File: config.mk
export PLATFORM = sky130hd
export DESIGN_NAME = seq_magnitude_comparator
export DESIGN_NICKNAME = d
export VERILOG_FILES = /design/src/rtl/cmp_pkg.sv /design/src/rtl/slice_comparator.sv /design/src/rtl/seq_magnitude_comparator.sv
export SDC_FILE = /design/constraint.sdc
export NUM_CORES = 1
export LEC_CHECK = 0
export BUFFER_PORTS_ARGS = -buffer_cell sky130_fd_sc_hd__buf_2
export CAP_MARGIN = 15
export CORE_MARGIN = 3
export CORE_UTILIZATION = 57
export CTS_CLUSTER_SIZE = 30
export DETAILED_ROUTE_END_ITERATION = 7
export GPL_ROUTABILITY_DRIVEN = 0
export GPL_TIMING_DRIVEN = 0
export HOLD_SLACK_MARGIN = 0.03
export PLACE_DENSITY = 0.95
export RECOVER_POWER = 25
export SLEW_MARGIN = 40
export SYNTH_ARGS = -nofsm -noshare
export SYNTH_HDL_FRONTEND = slang
export SYNTH_SLANG_ARGS = --single-unit
export TNS_END_PERCENT = 10
File: constraint.sdc
create_clock -name clk -period 4.8 [get_ports clk]
set_clock_uncertainty 0.1 [all_clocks]
set_input_delay 0.72 -clock clk [delete_from_list [all_inputs] [get_ports clk]]
set_output_delay 0.72 -clock clk [all_outputs]
set_load 0.01 [all_outputs]
File: src/rtl/cmp_pkg.sv
// Shared result encodings and FSM state type for the sequential magnitude comparator.
package cmp_pkg;

  localparam int unsigned R_W = 3;

  localparam logic [R_W-1:0] R_GT   = 3'b100;
  localparam logic [R_W-1:0] R_EQ   = 3'b010;
  localparam logic [R_W-1:0] R_LT   = 3'b001;
  localparam logic [R_W-1:0] R_NONE = 3'b000;

  typedef enum logic {
    IDLE = 1'b0,
    CMP  = 1'b1
  } state_e;

endpackage

File: src/rtl/slice_comparator.sv
// Combinational unsigned compare of one SLICE-bit operand pair.
module slice_comparator #(
  parameter int unsigned SLICE = 4
) (
  input  logic [SLICE-1:0] a_i,
  input  logic [SLICE-1:0] b_i,
  output logic             gt_c_o,
  output logic             eq_c_o,
  output logic             lt_c_o
);

  assign gt_c_o = (a_i > b_i);
  assign eq_c_o = (a_i == b_i);
  assign lt_c_o = (a_i < b_i);

endmodule

File: src/rtl/seq_magnitude_comparator.sv
// Multi-cycle WIDTH-bit magnitude comparator: walks SLICE-bit slices MSB-first and
// stops at the first differing slice; start/busy/done handshake, registered one-hot result.
module seq_magnitude_comparator
  import cmp_pkg::*;
#(
  parameter int unsigned WIDTH = 16,
  parameter int unsigned SLICE = 4
) (
  input  logic             clk,
  input  logic             rst_n,
  input  logic             start,
  input  logic             signed_mode,
  input  logic [WIDTH-1:0] a,
  input  logic [WIDTH-1:0] b,
  input  logic             abort,
  output logic             busy,
  output logic             done,
  output logic [R_W-1:0]   r
);

  localparam int unsigned NUM_SLICES = WIDTH / SLICE;
  localparam int unsigned IDX_W      = (NUM_SLICES > 1) ? $clog2(NUM_SLICES) : 1;
  localparam logic [IDX_W-1:0] IDX_TOP  = IDX_W'(NUM_SLICES - 1);
  localparam logic [SLICE-1:0] MSB_MASK = SLICE'(1) << (SLICE - 1);

  if (WIDTH % SLICE != 0) begin : g_bad_slice
    $fatal(1, "seq_magnitude_comparator: WIDTH (%0d) must be a multiple of SLICE (%0d)",
           WIDTH, SLICE);
  end

  state_e           state_q, state_d;
  logic [WIDTH-1:0] a_q, a_d;
  logic [WIDTH-1:0] b_q, b_d;
  logic             signed_q, signed_d;
  logic [IDX_W-1:0] idx_q, idx_d;
  logic [R_W-1:0]   r_q, r_d;
  logic             done_q, done_d;

  logic             flip_c;
  logic [SLICE-1:0] a_top_c, b_top_c;
  logic             gt_c, eq_c, lt_c;

  // Signed compare: flipping the sign bit of the top slice maps two's complement to offset binary.
  assign flip_c  = signed_q && (idx_q == IDX_TOP);
  assign a_top_c = a_q[WIDTH-1 -: SLICE] ^ (flip_c ? MSB_MASK : '0);
  assign b_top_c = b_q[WIDTH-1 -: SLICE] ^ (flip_c ? MSB_MASK : '0);

  slice_comparator #(
    .SLICE (SLICE)
  ) u_slice (
    .a_i    (a_top_c),
    .b_i    (b_top_c),
    .gt_c_o (gt_c),
    .eq_c_o (eq_c),
    .lt_c_o (lt_c)
  );

  always_ff @(posedge clk) begin
    if (!rst_n) begin
      state_q  <= IDLE;
      a_q      <= '0;
      b_q      <= '0;
      signed_q <= 1'b0;
      idx_q    <= '0;
      r_q      <= R_NONE;
      done_q   <= 1'b0;
    end else begin
      state_q  <= state_d;
      a_q      <= a_d;
      b_q      <= b_d;
      signed_q <= signed_d;
      idx_q    <= idx_d;
      r_q      <= r_d;
      done_q   <= done_d;
    end
  end

  // Abort takes priority over completion so an aborted compare never reports.
  always_comb begin
    state_d  = state_q;
    a_d      = a_q;
    b_d      = b_q;
    signed_d = signed_q;
    idx_d    = idx_q;
    r_d      = r_q;
    done_d   = 1'b0;
    case (state_q)
      IDLE: begin
        if (start) begin
          state_d  = CMP;
          a_d      = a;
          b_d      = b;
          signed_d = signed_mode;
          idx_d    = IDX_TOP;
        end
      end
      CMP: begin
        if (abort) begin
          state_d = IDLE;
        end else if (!eq_c) begin
          r_d     = {gt_c, 1'b0, lt_c};
          done_d  = 1'b1;
          state_d = IDLE;
        end else if (idx_q == '0) begin
          r_d     = R_EQ;
          done_d  = 1'b1;
          state_d = IDLE;
        end else begin
          a_d   = a_q << SLICE;
          b_d   = b_q << SLICE;
          idx_d = idx_q - IDX_W'(1);
        end
      end
      default: state_d = IDLE;
    endcase
  end

  assign busy = (state_q == CMP);
  assign done = done_q;
  assign r    = r_q;

endmodule
## After elaboration in Yosys (flattened, before gate mapping)

Cells that the tools add are included.
Widths: inputs -> output; s select.

- Input bits: 37
- Register bits after elaboration: 40

- Equality and inequality tests: 7
- $lt $le $gt $ge: 2
- Add/subtract/negate cells: 1
- Reduce and logical (&&, ||, !) cells: 6
- Bitwise gates (word level): 5
- Muxes and demuxes: 25

Operators with widths:

| cell | number |
|---|---|
| $mux 16 | 8 |
| $pmux 16 s2 | 2 |
| $mux 2 | 4 |
| $xor 4x4->4 | 2 |
| $mux 1 | 6 |
| $mux 3 | 2 |
| $ne 2x2->1 const B | 3 |
| $eq 4x4->1 | 1 |
| $gt 4x4->1 | 1 |
| $lt 4x4->1 | 1 |
| $mux 4 | 1 |
| $ne 2x1->1 const B | 2 |
| $pmux 2 s2 | 1 |
| $reduce_and 4->1 | 1 |
| $not 1->1 | 3 |
| $reduce_and 3->1 | 1 |
| $reduce_or 3->1 | 1 |
| $eq 2x2->1 const B | 1 |
| $logic_not 2->1 | 1 |
| $pmux 1 s2 | 1 |
| $reduce_and 2->1 | 1 |
| $sub 2x1->2 const B | 1 |
| $logic_and 1x1->1 | 1 |

## Depth between registers and ports, before layout

Gate-level depths: netlist (run 1).

- Depth in word-level cells: 8
- Gate-level depth with buffers: 9
- Mapped depth without buffers: 7

## Modules after synthesis

A second synthesis (run 1) with hierarchy kept.

- Cell total of the unflattened synthesis: 184
- Area total of the unflattened synthesis: 1944.4 um^2

Modules (own cells, without submodules):

| module | times used | area an instance (um^2) | cells each | sequential area each (um^2) |
|---|---|---|---|---|
| seq_magnitude_comparator | 1 | 1815.5 | 168 | 800.8 |
| slice_comparator | 1 | 128.9 | 16 | 0.0 |

## Worst setup path before layout (run 1)

Ideal clock, no wire load.

- Path type: in2reg
- Start: input abort
- End: register a_q[15]
- Setup time: 0.086 ns
- Slack: 2.835 ns
- Stages on the path: 7
- Required time: 4.614 ns
- Arrival time: 1.780 ns
- Cells stage by stage: nand2b_4 nor4_4 or2_1 buf_6 buf_6 nor2_1 a211oi_1

- Word-level cells in the longest chain between the ends: 2

RTL lines:

| element | RTL line | source |
|---|---|---|
| start: declaration | seq_magnitude_comparator.sv:15 | `input logic abort,` |
| $ne 2x2->1 (no line) | - |  |
| $reduce_and 4->1 (no line) | - |  |
| end signal: assignment | seq_magnitude_comparator.sv:61 | `a_q <= '0;` |
| end signal: assignment | seq_magnitude_comparator.sv:69 | `a_q <= a_d;` |
| end: declaration | seq_magnitude_comparator.sv:32 | `logic [WIDTH-1:0] a_q, a_d;` |

No other way between the ends.
A chain may end at the register's enable or synchronous reset.

## Worst setup path after layout (run 1)

- Start: register state_q (netlist: busy)
- End: register b_q[7]

- Word-level cells in the longest chain between the ends: 3
- Elaborated cells between the ends (all ways): 7

RTL lines:

| element | RTL line | source |
|---|---|---|
| start: declaration | seq_magnitude_comparator.sv:31 | `state_e state_q, state_d;` |
| start signal: assignment | seq_magnitude_comparator.sv:68 | `state_q <= state_d;` |
| $not 1->1 | - |  |
| $ne 2x2->1 (no line) | - |  |
| $reduce_and 4->1 (no line) | - |  |
| end signal: assignment | seq_magnitude_comparator.sv:62 | `b_q <= '0;` |
| end signal: assignment | seq_magnitude_comparator.sv:70 | `b_q <= b_d;` |
| end: declaration | seq_magnitude_comparator.sv:33 | `logic [WIDTH-1:0] b_q, b_d;` |

Parallel ways exist; a longest one is shown, timed or not.

==> results of run 1 <==
==> metrics by stage <==
step | setup slack, ns | std cells | power (uW) | hold WS (ns)
2_1_floorplan | 2.83 | 180 | 473 | 0.349
3_3_place_gp | 2.61 | 263 | 507 | 0.361
3_5_place_dp | 2.55 | 263 | 515 | 0.366
4_1_cts | 2.66 | 271 | 687 | 0.395
5_1_grt | 2.05 | 271 | 719 | 0.420
6_report | 2.28 | 271 | 682 | 0.390
==> layer usage <==
metal | share of wire | vias up | GRT usage
met5 | 0 | - | 0
met4 | 0.013 | 0 | 0.0771
met3 | 0.058 | 6 | 0.0577
met2 | 0.50 | 51 | 0.363
met1 | 0.43 | 675 | 0.245
li1 | - | 745 | -
==> power breakdown <==
part / switching, uW / internal [uW] / total [uW]
clock network: 106 / 69.8 / 176
registers: 16.8 / 358 / 375
logic: 69.8 / 60.8 / 131
total: 193 / 489 / 682
==> kinds of logic (layout without fill, tap and decap cells) <==
| family | count (synthesis) | count (layout) | synth area share |
|---|---|---|---|
| compound gates | 44 | 44 | 0.184 |
| xor+xnor | 1 | 1 | 0.00899 |
| fa+ha+maj | 5 | 5 | 0.0346 |
| buf+inv | 21 | 70 | 0.0705 |
| flops | 40 | 40 | 0.443 |
| mux | 25 | 25 | 0.138 |
| simple gates | 44 | 44 | 0.121 |
==> final cells by class <==
| class | count | area, um^2 |
|---|---|---|
| clock buffers | 6 | 51.3 |
| fillers | 244 | 797 |
| flip-flops and latches | 40 | 801 |
| plain buffers | 13 | 93.8 |
| inverters | 8 | 30.0 |
| well taps | 42 | 52.6 |
| multi-input cells | 119 | 866 |
| repair buffers | 41 | 199 |
| clock inverters | 2 | 10.0 |
==> flip-flops by register name (all words and copies together) (netlist names) <==
signal    count
busy          1
signed_q      1
idx_q         2
done          1
b_q          16
r             3
a_q          16
==> placed cells by master (no fill, tap or decap), types with 2 or more instances in the layout <==
master     n
a211oi_1  26
a22o_1     8
a31oi_1    3
and2_1     2
buf_1      3
buf_2     36
buf_6      6
clkbuf_1   9
clkbuf_4   5
clkinv_2   2
dfxtp_1   40
ha_1       5
inv_1      8
mux2i_1   25
nand2_1    2
nor2_1    29
nor2b_1    2
nor3_1     4
o21ai_0    2
==> worst paths after layout <==
path | to | cells past startpoint | start | slack, ns
hold / removal | a_q[0] | 1 | a_q[0] | 0.39
setup / recovery | b_q[7] | 8 | busy | 2.28
setup reg to reg | b_q[7] | 8 | busy | 2.28
hold reg to reg | a_q[0] | 1 | a_q[0] | 0.39
==> impl_metrics.py, run 1 <==
metrics = {
    "outcome": {
        "status": "completed",
    },
    "global_routing": {
        "antenna_found_initial": 0,
        "track_usage": 0.209,
        "grt_overflow_total": 0,
        "grt_pass1_wl_mm": 6.51,
        "grt_pass1_vias": 1457,
        "grt_start_max_net_pins": 13,
    },
    "synthesis": {
        "synth_nets": 222,
        "synth_cells": 180,
        "yosysUniqueCellTypes": 28,
        "synth_commonest_cells": "dfxtp_1, nor2_1, a211oi_1, mux2i_1",
        "synth_most_common_cell": "dfxtp_1",
        "yosysTopAreaCellShare": 0.443,
        "synth_ff_type": "dfxtp_1",
        "yosys.area.top_type": "dfxtp_1",
        "async_flop_share": 0,
        "synth_enable_flop_cells": 0,
        "ys_seq_elements": 40,
        "synth_warnings": 0,
        "ys_top_cells_by_area": "dfxtp_1, mux2i_1, a211oi_1",
        "postSynthAreaPerCell_um2": 10.1,
        "synth_area_um2": 1810,
        "ys_seq_area_frac": 0.443,
    },
    "sta": {
        "clock.fmax_mhz": 397,
        "final.period_utilization": 0.525,
        "setup_viol": 0,
        "min_period_ns": 2.52,
        "worst_pin_slew_ns": 0.732,
        "rsz0062_at_grt": "no",
        "hold_viol_final": 0,
        "relSlewSlack": 0.512,
        "drv_slew": 0,
        "fin_tns_setup_ns": 0,
    },
    "clock_tree": {
        "clock_sinks": 40,
        "postCtsHoldBufs": 0,
        "post-cts-setup-buffers": 0,
        "tritoncts": "yes",
        "cts_resized": 0,
        "htree_levels": 2,
        "clockBufferDepth": 2,
        "clkTransAtPathRegs_ns": 0.11,
        "cts_buffers": 5,
        "clock_latency_ns": 0.35,
        "cts-root-buf": "clkbuf_4",
    },
    "worst_setup_path": {
        "cp.arrival_ns": 2.67,
        "crit_slowest_cell": "nor4_1",
        "endpoint_kind": "register",
        "crit_path_frequent_cell": "buf_6",
        "cpPeakStageDelay_ns": 0.54,
        "worstPathMaxFanout": 10,
        "cp_top_family": "simple AND/OR/NAND/NOR gates",
        "cp_num_buf_inv": 3,
        "crit_chain": "clkbuf_1 > nand2b_4 > nor4_1 > or2_1 > buf_6 > buf_6 > nor2_1 > a211oi_1",
        "cp_data_required_time_ns": 4.95,
        "critical_path_class": "reg2reg",
        "start_kind": "register",
    },
    "final_layout": {
        "fin_nets": 270,
        "antenna_cells": 0,
        "drive_above_1_share": 0.236,
        "utilization": 0.725,
        "syn2layout_area_growth_pct": 16.3,
        "final_area_um2": 2100,
    },
    "floorplanning": {
        "dieArea_um2": 3890,
        "fp.coreArea_um2": 2900,
        "die_w_um": 62.3,
        "io-pin-count": 42,
        "start_util": 0.624,
        "rows": 19,
        "fp.dieH_um": 62.3,
    },
    "detailed_routing": {
        "viasPerCell": 5.45,
        "routed_wirelength_mm": 3.99,
        "dr.pass1.iters": 4,
        "ant_nets": 0,
        "vias": 1477,
        "drc": 0,
        "wire_per_inst_um": 14.7,
        "drt_iter0_drc": 97,
    },
    "power_and_ir_drop": {
        "powerDensity_nw_per_um2": 324,
        "p_leak_uw": 0.000889,
        "peakVddDrop_uv": 245,
    },
    "placed_design": {
        "placed_area_um2": 2070,
        "dp_hpwl_mm": 2.96,
        "io_buffers": 41,
    },
    "job": {
        "max_cap_violations": 0,
    },
    "hold_path": {
        "hold_class": "reg2reg",
    },
}
(Power assumes the default switching activity.)
==> run 2: changes to the inputs <==
--- a/config.mk
+++ b/config.mk
@@ -5,16 +5,17 @@
 export SDC_FILE = /design/constraint.sdc
 export NUM_CORES = 1
 export LEC_CHECK = 0
+export ABC_AREA = 1
 export BUFFER_PORTS_ARGS = -buffer_cell sky130_fd_sc_hd__buf_2
 export CAP_MARGIN = 15
 export CORE_MARGIN = 3
-export CORE_UTILIZATION = 57
+export CORE_UTILIZATION = 50
 export CTS_CLUSTER_SIZE = 30
 export DETAILED_ROUTE_END_ITERATION = 7
 export GPL_ROUTABILITY_DRIVEN = 0
 export GPL_TIMING_DRIVEN = 0
 export HOLD_SLACK_MARGIN = 0.03
-export PLACE_DENSITY = 0.95
+export PLACE_DENSITY = 0.88
 export RECOVER_POWER = 25
 export SLEW_MARGIN = 40
 export SYNTH_ARGS = -nofsm -noshare
==> constraint.sdc (replaced) <==
create_clock -name clk -period 2.1 [get_ports clk]
set_clock_uncertainty 0.1 [all_clocks]
set_input_delay 0.315 -clock clk [delete_from_list [all_inputs] [get_ports clk]]
set_output_delay 0.315 -clock clk [all_outputs]
set_load 0.01 [all_outputs]
==> impl_metrics.py, run 2 <==
metrics = {
    "final_layout": {
        "fin_nets": 438,
        "antenna_cells": 0,
        "final_common_cell": "nor2_1",
        "utilization": 0.618,
        "final_area_um2": 2540,
        "drive_above_1_share": 0.176,
        "syn2layout_area_growth_pct": 15.4,
        "layout_common_cells": "nor2_1, nand2_1, inv_1, buf_2, dfxtp_1",
        "fill_cells": 384,
    },
    "synthesis": {
        "synth_ff_type": "dfxtp_1",
        "synth_enable_flop_cells": 0,
        "ys_seq_area_frac": 0.363,
        "ys_top_cells_by_area": "dfxtp_1, nor2_1, nand2_1",
        "synth_adder_area_share": 0.0284,
        "synth_top_family_by_area": "simple AND/OR/NAND/NOR gates",
        "synth_area_um2": 2200,
        "async_flop_share": 0,
        "yosys.area_share.simple": 0.394,
        "synth_cells": 349,
        "yosys.area.top_type": "dfxtp_1",
        "synth_xor_area_frac": 0,
        "synth_compound_area_frac": 0.0750,
        "synth_warnings": 0,
        "postSynthAreaPerCell_um2": 6.31,
        "yosysTopAreaCellShare": 0.363,
        "synth_nets": 391,
        "ys_seq_elements": 40,
        "synth_most_common_cell": "nor2_1",
        "synth_commonest_cells": "nor2_1, nand2_1, inv_1, dfxtp_1, nand3_1",
        "synthMuxAreaShare": 0,
        "yosysUniqueCellTypes": 18,
    },
    "sta": {
        "rsz0062_at_grt": "no",
        "min_period_ns": 1.74,
        "drv_slew": 0,
        "setup_viol": 0,
        "setup_slack_ns": 0.356,
        "fin_tns_setup_ns": 0,
        "final.period_utilization": 0.831,
        "clock.fmax_mhz": 573,
        "hold_viol_final": 0,
        "worst_pin_slew_ns": 0.521,
        "relSlewSlack": 0.653,
    },
    "global_routing": {
        "use_met2": 0.378,
        "grt_overflow_total": 0,
        "top_usage_layer": "met2",
        "use_met3": 0.0623,
        "grt_start_max_net_pins": 12,
        "track_usage": 0.220,
        "globalRouteMet1Util": 0.260,
        "grt_pass1_wl_mm": 9.07,
        "antenna_found_initial": 0,
        "grt_pass1_vias": 2136,
    },
    "floorplanning": {
        "rows": 23,
        "start_util": 0.535,
        "dieArea_um2": 5240,
        "fp.dieH_um": 72.4,
        "die_w_um": 72.4,
        "fp.coreArea_um2": 4120,
        "io-pin-count": 42,
    },
    "worst_setup_path": {
        "crit_slowest_cell": "dfxtp_1",
        "crit_chain": "inv_1 > ha_1 > nand3_1 > o21ai_1 > nand3_2 > buf_2 > nor2_1 > nor2_1",
        "start_kind": "register",
        "cpPeakStageDelay_ns": 0.31,
        "crit_path_frequent_cell": "nor2_1",
        "cp_data_required_time_ns": 2.20,
        "cp_num_buf_inv": 2,
        "critical_path_class": "reg2reg",
        "cp_top_family": "simple AND/OR/NAND/NOR gates",
        "cp.arrival_ns": 1.85,
        "worstPathMaxFanout": 10,
        "endpoint_kind": "register",
    },
    "detailed_routing": {
        "ant_nets": 0,
        "routed_wirelength_mm": 5.24,
        "wire_per_inst_um": 11.7,
        "viasPerCell": 4.89,
        "vias": 2186,
        "drc": 0,
        "dr.pass1.iters": 4,
        "drt_iter0_drc": 154,
    },
    "power_and_ir_drop": {
        "peakVddDrop_uv": 556,
        "powerDensity_nw_per_um2": 798,
        "p_leak_uw": 0.00139,
    },
    "clock_tree": {
        "clock_latency_ns": 0.30,
        "clockBufferDepth": 2,
        "htree_levels": 2,
        "postCtsHoldBufs": 0,
        "tritoncts": "yes",
        "clock_sinks": 40,
        "cts_resized": 0,
        "clkTransAtPathRegs_ns": 0.08,
        "cts_buffers": 5,
        "post-cts-setup-buffers": 0,
        "cts-root-buf": "clkbuf_8",
    },
    "placed_design": {
        "dp_hpwl_mm": 3.79,
        "placed_area_um2": 2470,
        "dpl_worst_slack_ns": 0.411,
        "io_buffers": 40,
    },
    "hold_path": {
        "hold_class": "in2reg",
    },
    "job": {
        "max_cap_violations": 0,
    },
    "outcome": {
        "status": "completed",
    },
}
run 2: where the power goes:
group / internal, uW / switching, uW
logic: 219 / 385
registers: 852 / 33.0
clock network: 268 / 273
run 2: worst register-to-register path: stages, from the launching register on:
cell and delay (ns):
dfxtp_1 0.31, inv_1 0.06, ha_1 0.31, nand3_1 0.13, o21ai_1 0.16, nand3_2 0.16, buf_2 0.24, nor2_1 0.13
nor2_1 0.06
run 2: path summary, 6_finish.rpt:
path                                  start  endpoint  slack (ns)  cells after the start
worst min-delay path            signed_mode  signed_q        0.19                      3
worst max register to register      b_q[14]    b_q[5]        0.36                      8
worst min register to register         r[2]      r[2]        0.36                      2
worst max-delay path                b_q[14]    b_q[5]        0.36                      8
run 2: area by class of cell:
class	instances	area [um^2]	share of cell area
Sequential cell	40	801	0.315
Timing Repair Buffer	40	194	0.0762
Multi-Input combinational cell	237	1090	0.429
Inverter	53	199	0.0782
Tap cell	50	62.6	0.0246
Clock buffer	8	90.1	0.0354
Buffer	19	106	0.0418
run 2: routing by layer:
metal,vias up,part of all wire
met1,964,0.43
met3,7,0.064
met5,-,0
met4,0,0.017
met2,65,0.48
li1,1150,-
run 2: cell families after synthesis:
family,Yosys count
AND/OR/NAND/NOR,199
buffers and inverters,72
adder cells (fa/ha/maj),5
flip-flops,40
AO/OA/AOI/OAI,33
run 2: stage by stage:
| stage | total power (uW) | instances | hold WS [ns] |
|---|---|---|---|
| floorplan | 1350 | 349 | 0.341 |
| finish | 2030 | 447 | 0.190 |
| detailed placement | 1510 | 439 | 0.349 |
| global route | 2170 | 447 | 0.190 |
| global placement | 1480 | 439 | 0.338 |
| CTS | 2040 | 447 | 0.180 |
